[config.mk]
export PLATFORM = sky130hd
export DESIGN_NAME = clock_set_ctrl
export DESIGN_NICKNAME = d
export VERILOG_FILES = /design/src/rtl/clock_set_ctrl.sv
export SDC_FILE = /design/constraint.sdc
export NUM_CORES = 1
export LEC_CHECK = 0
export BUFFER_PORTS_ARGS = -buffer_cell sky130_fd_sc_hd__buf_2
export CAP_MARGIN = 20
export CORE_MARGIN = 5
export CORE_UTILIZATION = 57
export CTS_CLUSTER_DIAMETER = 100
export DETAILED_ROUTE_END_ITERATION = 12
export GPL_TIMING_DRIVEN = 1
export PLACE_DENSITY = 0.81
export SKIP_LAST_GASP = 1
export SLEW_MARGIN = 15
export SYNTH_ARGS = -nofsm -noshare
export SYNTH_HDL_FRONTEND = slang
export SYNTH_SLANG_ARGS = --single-unit
[constraint.sdc]
create_clock -name clk -period 3.3 [get_ports clk]
set_clock_uncertainty 0.2 [all_clocks]
set_input_delay 0.33 -clock clk [delete_from_list [all_inputs] [get_ports clk]]
set_output_delay 0.33 -clock clk [all_outputs]
set_load 0.1 [all_outputs]
[src/rtl/clock_set_ctrl.sv]
// Time-setting controller: captures live time, edits h/m/s in BCD, commits via set_time.
// Optional CLKSET_TIMEOUT_EN discards an idle edit after TIMEOUT_CYCLES cycles.
module clock_set_ctrl #(
    parameter int TIMEOUT_CYCLES = 20
) (
    input  logic        clk,
    input  logic        rst,
    input  logic        btn_mode,
    input  logic        btn_inc,
    input  logic        btn_dec,
    input  logic        mode_24h,
    input  logic [19:0] cur_time,
    output logic [19:0] stime,
    output logic        set_time,
    output logic        editing,
    output logic [1:0]  edit_field
);

    typedef enum logic [2:0] {
        RUN, EDIT_H, EDIT_M, EDIT_S, COMMIT
    } state_t;

    state_t      state_q, state_d;
    logic [19:0] stime_q, stime_d;
    logic        set_time_q, set_time_d;
    logic        editing_q, editing_d;
    logic [1:0]  edit_field_q, edit_field_d;
    logic        in_edit;
    logic        any_btn;
    logic        step;
    logic        timeout;
    logic [5:0]  hrs;

    assign in_edit = (state_q == EDIT_H) || (state_q == EDIT_M) ||
                     (state_q == EDIT_S);
    assign any_btn = btn_mode | btn_inc | btn_dec;
    assign step    = btn_inc ^ btn_dec;

    // Map a BCD hour 00..23 onto the 12 h range 01..12.
    function automatic logic [5:0] norm12(input logic [5:0] h);
        logic [5:0] r;
        r = h;
        if (h == 6'h00)
            r = 6'h12;
        else if (h >= 6'h13 && h <= 6'h19)
            r = {2'd0, h[3:0] - 4'd2};
        else if (h == 6'h20 || h == 6'h21)
            r = {2'd0, h[3:0] + 4'd8};
        else if (h == 6'h22 || h == 6'h23)
            r = {2'd1, h[3:0] - 4'd2};
        return r;
    endfunction

    function automatic logic [5:0] hour_step(input logic [5:0] h,
                                             input logic up,
                                             input logic h24);
        logic [5:0] r;
        if (up) begin
            if (h24 && h == 6'h23)
                r = 6'h00;
            else if (!h24 && h == 6'h12)
                r = 6'h01;
            else if (h[3:0] == 4'd9)
                r = {h[5:4] + 2'd1, 4'd0};
            else
                r = {h[5:4], h[3:0] + 4'd1};
        end else begin
            if (h24 && h == 6'h00)
                r = 6'h23;
            else if (!h24 && h == 6'h01)
                r = 6'h12;
            else if (h[3:0] == 4'd0)
                r = {h[5:4] - 2'd1, 4'd9};
            else
                r = {h[5:4], h[3:0] - 4'd1};
        end
        return r;
    endfunction

    function automatic logic [6:0] ms_step(input logic [6:0] v,
                                           input logic up);
        logic [6:0] r;
        if (up) begin
            if (v[3:0] == 4'd9)
                r = {(v[6:4] == 3'd5) ? 3'd0 : v[6:4] + 3'd1, 4'd0};
            else
                r = {v[6:4], v[3:0] + 4'd1};
        end else begin
            if (v[3:0] == 4'd0)
                r = {(v[6:4] == 3'd0) ? 3'd5 : v[6:4] - 3'd1, 4'd9};
            else
                r = {v[6:4], v[3:0] - 4'd1};
        end
        return r;
    endfunction

`ifdef CLKSET_TIMEOUT_EN
    localparam int IW = $clog2(TIMEOUT_CYCLES + 1);
    logic [IW-1:0] idle_q, idle_d;

    always_comb begin
        idle_d  = '0;
        timeout = 1'b0;
        if (in_edit && !any_btn) begin
            if (idle_q == IW'(TIMEOUT_CYCLES - 1))
                timeout = 1'b1;
            else
                idle_d = idle_q + 1'b1;
        end
    end

    always_ff @(posedge clk) begin
        if (rst)
            idle_q <= '0;
        else
            idle_q <= idle_d;
    end
`else
    assign timeout = 1'b0;
`endif

    always_ff @(posedge clk) begin
        if (rst) begin
            state_q      <= RUN;
            stime_q      <= '0;
            set_time_q   <= 1'b0;
            editing_q    <= 1'b0;
            edit_field_q <= 2'd0;
        end else begin
            state_q      <= state_d;
            stime_q      <= stime_d;
            set_time_q   <= set_time_d;
            editing_q    <= editing_d;
            edit_field_q <= edit_field_d;
        end
    end

    always_comb begin
        state_d = state_q;
        unique case (state_q)
            RUN:    if (btn_mode) state_d = EDIT_H;
            EDIT_H: if (btn_mode) state_d = EDIT_M;
                    else if (timeout) state_d = RUN;
            EDIT_M: if (btn_mode) state_d = EDIT_S;
                    else if (timeout) state_d = RUN;
            EDIT_S: if (btn_mode) state_d = COMMIT;
                    else if (timeout) state_d = RUN;
            COMMIT: state_d = RUN;
            default: state_d = RUN;
        endcase
    end

    // Hours are re-ranged every edit cycle so a 12/24 h switch takes effect.
    always_comb begin
        stime_d = stime_q;
        hrs     = mode_24h ? stime_q[19:14] : norm12(stime_q[19:14]);
        if (state_q == RUN && btn_mode) begin
            stime_d = {mode_24h ? cur_time[19:14] : norm12(cur_time[19:14]),
                       cur_time[13:0]};
        end else if (in_edit) begin
            stime_d[19:14] = hrs;
            if (!btn_mode && step) begin
                if (state_q == EDIT_H)
                    stime_d[19:14] = hour_step(hrs, btn_inc, mode_24h);
                else if (state_q == EDIT_M)
                    stime_d[13:7] = ms_step(stime_q[13:7], btn_inc);
                else
                    stime_d[6:0] = ms_step(stime_q[6:0], btn_inc);
            end
        end
    end

    always_comb begin
        set_time_d   = (state_d == COMMIT);
        editing_d    = (state_d == EDIT_H) || (state_d == EDIT_M) ||
                       (state_d == EDIT_S);
        edit_field_d = 2'd0;
        unique case (state_d)
            EDIT_H:  edit_field_d = 2'd1;
            EDIT_M:  edit_field_d = 2'd2;
            EDIT_S:  edit_field_d = 2'd3;
            default: edit_field_d = 2'd0;
        endcase
    end

    assign stime      = stime_q;
    assign set_time   = set_time_q;
    assign editing    = editing_q;
    assign edit_field = edit_field_q;

endmodule

==> results by group <==
Outcome
  – Status: finished, final reports clean

Hold path
  – Worst Hold Launch: cur_time[0]
  – Worst hold path type: in -> reg
  – Worst hold endpoint: stime[0]$_SDFFE_PP0P_
  – Hold Path Stages: 3

Logic synthesis
  – Yosys top cell area share: 19.7%
  – Mapped Cells: 370
  – Syn_nets: 409
  – Synth Area in XOR/XNOR: 1.59%
  – Synth area leader: dfxtp_1
  – Cells taking the most area after synthesis: dfxtp_1 (20%), ha_1 (5.9%), a21oi_1 (5.1%), nor2_1 (4.6%), nor3_1 (3.6%)
  – Largest family of logic cells by synthesized area: compound AO/OA/AOI/OAI gates
  – Synth Area in Simple Gates: 27.3%
  – Compound-cell area share of the yosys netlist: 34.4%
  – Yosys warns: 0
  – Synth cell types: 73
  – Synth cell count leaders: nor2_1 (34), a21oi_1 (28), dfxtp_1 (27), clkbuf_1 (23), nand2_1 (23)
  – Sequential fraction of the synthesis area: 19.7%
  – Synthesized-area fraction occupied by adder cells: 5.92%
  – Top_reg_cell synth: dfxtp_1
  – Ys async rst share: 0%
  – Seq cells post-synth: 27
  – Post-synth EDFFs: 0
  – Multiplexer area fraction after synthesis: 3.10%
  – Cell with the most instances after synthesis: nor2_1
  – Syn avg cell area: 7.43 µm²
  – Synth Cell Area: 0.00275 mm²

Die
  – Die span in y: 79.4 µm
  – I/O pin cnt: 50
  – Starting Density: 58.6%
  – Die Area: 0.00631 mm²
  – Die W: 79.4 µm
  – # rows: 25
  – Core area: 0.00469 mm²

Timing
  – Setup repair after global routing missed its margin: false
  – Final-report max-slew violation count: 0
  – Final hold viol count: 0
  – Relative slew slack: 48.1%
  – Final Critical Period: 3.10 ns
  – Setup TNS: 0 ns
  – Max Clk Rate: 0.323 GHz
  – Tcrit/Tclk final: 93.9%
  – Worst-Margin Slew: 0.775 ns
  – Final setup vio count: 0

Power
  – Leakage power: 0.00119 µW
  – Maximum vdd drop: 0.291 mV
  – Power density over cell area: 503 mW/mm²

Clocking
  – CTS tree: done
  – Post-CTS Setup Repair Bufs: 0
  – Gates resized, CTS repair: 0
  – CTS Root Cell: clkbuf_8
  – Later-pin clock latency in the skew report: 0.28 ns
  – Largest buffer count on any clock path: 2
  – CTS sink count: 27
  – H-tree Lvls: 1
  – Clock slew at reported path FFs: 0.10 ns
  – Inserted Clock Buffers: 3
  – CTS hold repair buffers: 0

Route
  – Post-Route WL: 7340 µm
  – WL/cell: 16.2 µm
  – Vias per Instance: 6.65
  – DR iter-0 viols: 297
  – Final ANT Viol Nets: 0
  – DRC viols: 0
  – Via Count: 3005
  – DRT Pass-1 Iters: 8

Setup path
  – Crit end category: flop
  – R2r setup slk: 0.20 ns
  – Setup CP Type: reg -> reg
  – Worst R2R End: stime[18]$_SDFFE_PP0N_
  – FF-to-FF path depth: 10
  – FF-to-FF Start: stime[18]$_SDFFE_PP0N_
  – Critical Path Start Type: flop
  – Worst Path Max Fanout: 15
  – Critical path required time: 3.27 ns
  – Critical Path AT: 3.07 ns

Placed design
  – Gpl congestion: 0.952
  – Post-DP HPWL: 5280 µm
  – Placed cell count: 447
  – Number of port buffers: 49

Global routing
  – Initial antenna violation count: 0
  – First-pass GRT wire length: 12200 µm
  – Vias in the first global route: 2659
  – Largest net degree at the start of global routing: 27
  – Tot GR Track Use: 23.2%
  – Global route total overflow: 0

Finish
  – N_diodes: 0
  – Fin util: 64.4%
  – P&R area growth vs syn: 9.88%
  – Non-Filler Instances: 452
  – Fillers: 434
  – Nets: 438
  – Fraction of layout cells with a size suffix above 1: 20.4%

Run
  – Max cap viols: 0
==> where the power goes <==
group          leakage [µW]  total (µW)  internal, µW  switching, µW
clock             0.0000217         196          85.8            110
sequential         0.000223         452           365           87.5
combinational      0.000940         870           274            596
total               0.00119        1520           724            794
==> worst max-delay path, stage by stage (launching register included) <==
cell      delay (ns)
dfxtp_1         0.49
nor4_1          0.42
a211oi_1        0.12
a21oi_1         0.41
inv_1           0.13
ha_1            0.29
nor2b_1         0.16
and3_1          0.19
o21ai_0         0.17
o31ai_1         0.10
a221o_1         0.30
==> per-stage QoR <==
step | hold WS [ns] | setup WS, ns | power [µW] | instance area (µm²)
5_1_grt | 0.143 | 0.0164 | 1610 | 3020
3_5_place_dp | 0.356 | 0.279 | 1310 | 2960
3_3_place_gp | 0.352 | 0.339 | 1300 | 2960
4_1_cts | 0.101 | 0.264 | 1520 | 3010
2_1_floorplan | 0.289 | 0.0548 | 1160 | 2750
6_report | 0.108 | 0.202 | 1520 | 3020
==> layout make-up <==
type | instances | area [µm²] | area share (%)
clock buffer | 3 | 41.3 | 1.37
sequential | 27 | 543 | 18.0
multi-input combinational | 291 | 1990 | 65.9
clock inverter | 1 | 7.51 | 0.249
tap | 54 | 67.6 | 2.24
timing repair buffer | 55 | 290 | 9.61
inverter | 21 | 78.8 | 2.61
==> how the worst max path moves through the flow <==
stage,from,to,slack (ns),cells after the start
detailed placement,mode_24h,stime[18]$_SDFFE_PP0N_,0.28,11
finish,stime[18]$_SDFFE_PP0N_,stime[18]$_SDFFE_PP0N_,0.20,10
global placement,mode_24h,stime[15]$_SDFFE_PP0N_,0.34,11
CTS,stime[18]$_SDFFE_PP0N_,stime[15]$_SDFFE_PP0N_,0.26,8
global route,stime[18]$_SDFFE_PP0N_,stime[19]$_SDFFE_PP0N_,0.02,9
floorplan,stime[18]$_SDFFE_PP0N_,stime[18]$_SDFFE_PP0N_,0.05,10
==> sequential cells by signal, indices dropped and copies added, names as in the netlist <==
signal / cells
stime: 20
state_q: 3
set_time: 1
edit_field: 2
editing: 1
==> layer usage <==
metal	vias up	part of all wire (%)	global-route usage, %
li1	1451	-	-
met1	1396	44	31.4
met2	139	47	38.1
met3	19	6.8	3.84
met4	0	1.4	6.01
met5	-	0	0
==> layout by cell type, fill, tap and decap left out, types with 3 or more instances in the layout <==
cell type   n
nand2_1    23
nor2_1     34
mux2i_1     4
and3_1      3
inv_1      21
nor3_1     19
nand2b_1    5
xnor2_1     3
o211ai_1    6
a32oi_1     5
a221oi_1    8
or2_2       3
nor4_1      4
a21oi_1    28
buf_2      49
nor3b_1     3
o221ai_1    3
o21ai_0    20
a211oi_1   13
ha_1       13
clkbuf_8    3
o31ai_1     4
nand3b_1    5
a31oi_1     5
buf_4       5
nand3_1    12
dfxtp_1    25
nor2b_1     9
a22oi_1     3
or4_1       3
==> logic make-up after synthesis <==
group           count (synthesis)
fa+ha+maj                      13
mux                             7
buf+inv                        52
simple gates                  139
flops                          27
compound gates                127
xor+xnor                        5
(Power assumes the default switching activity.)
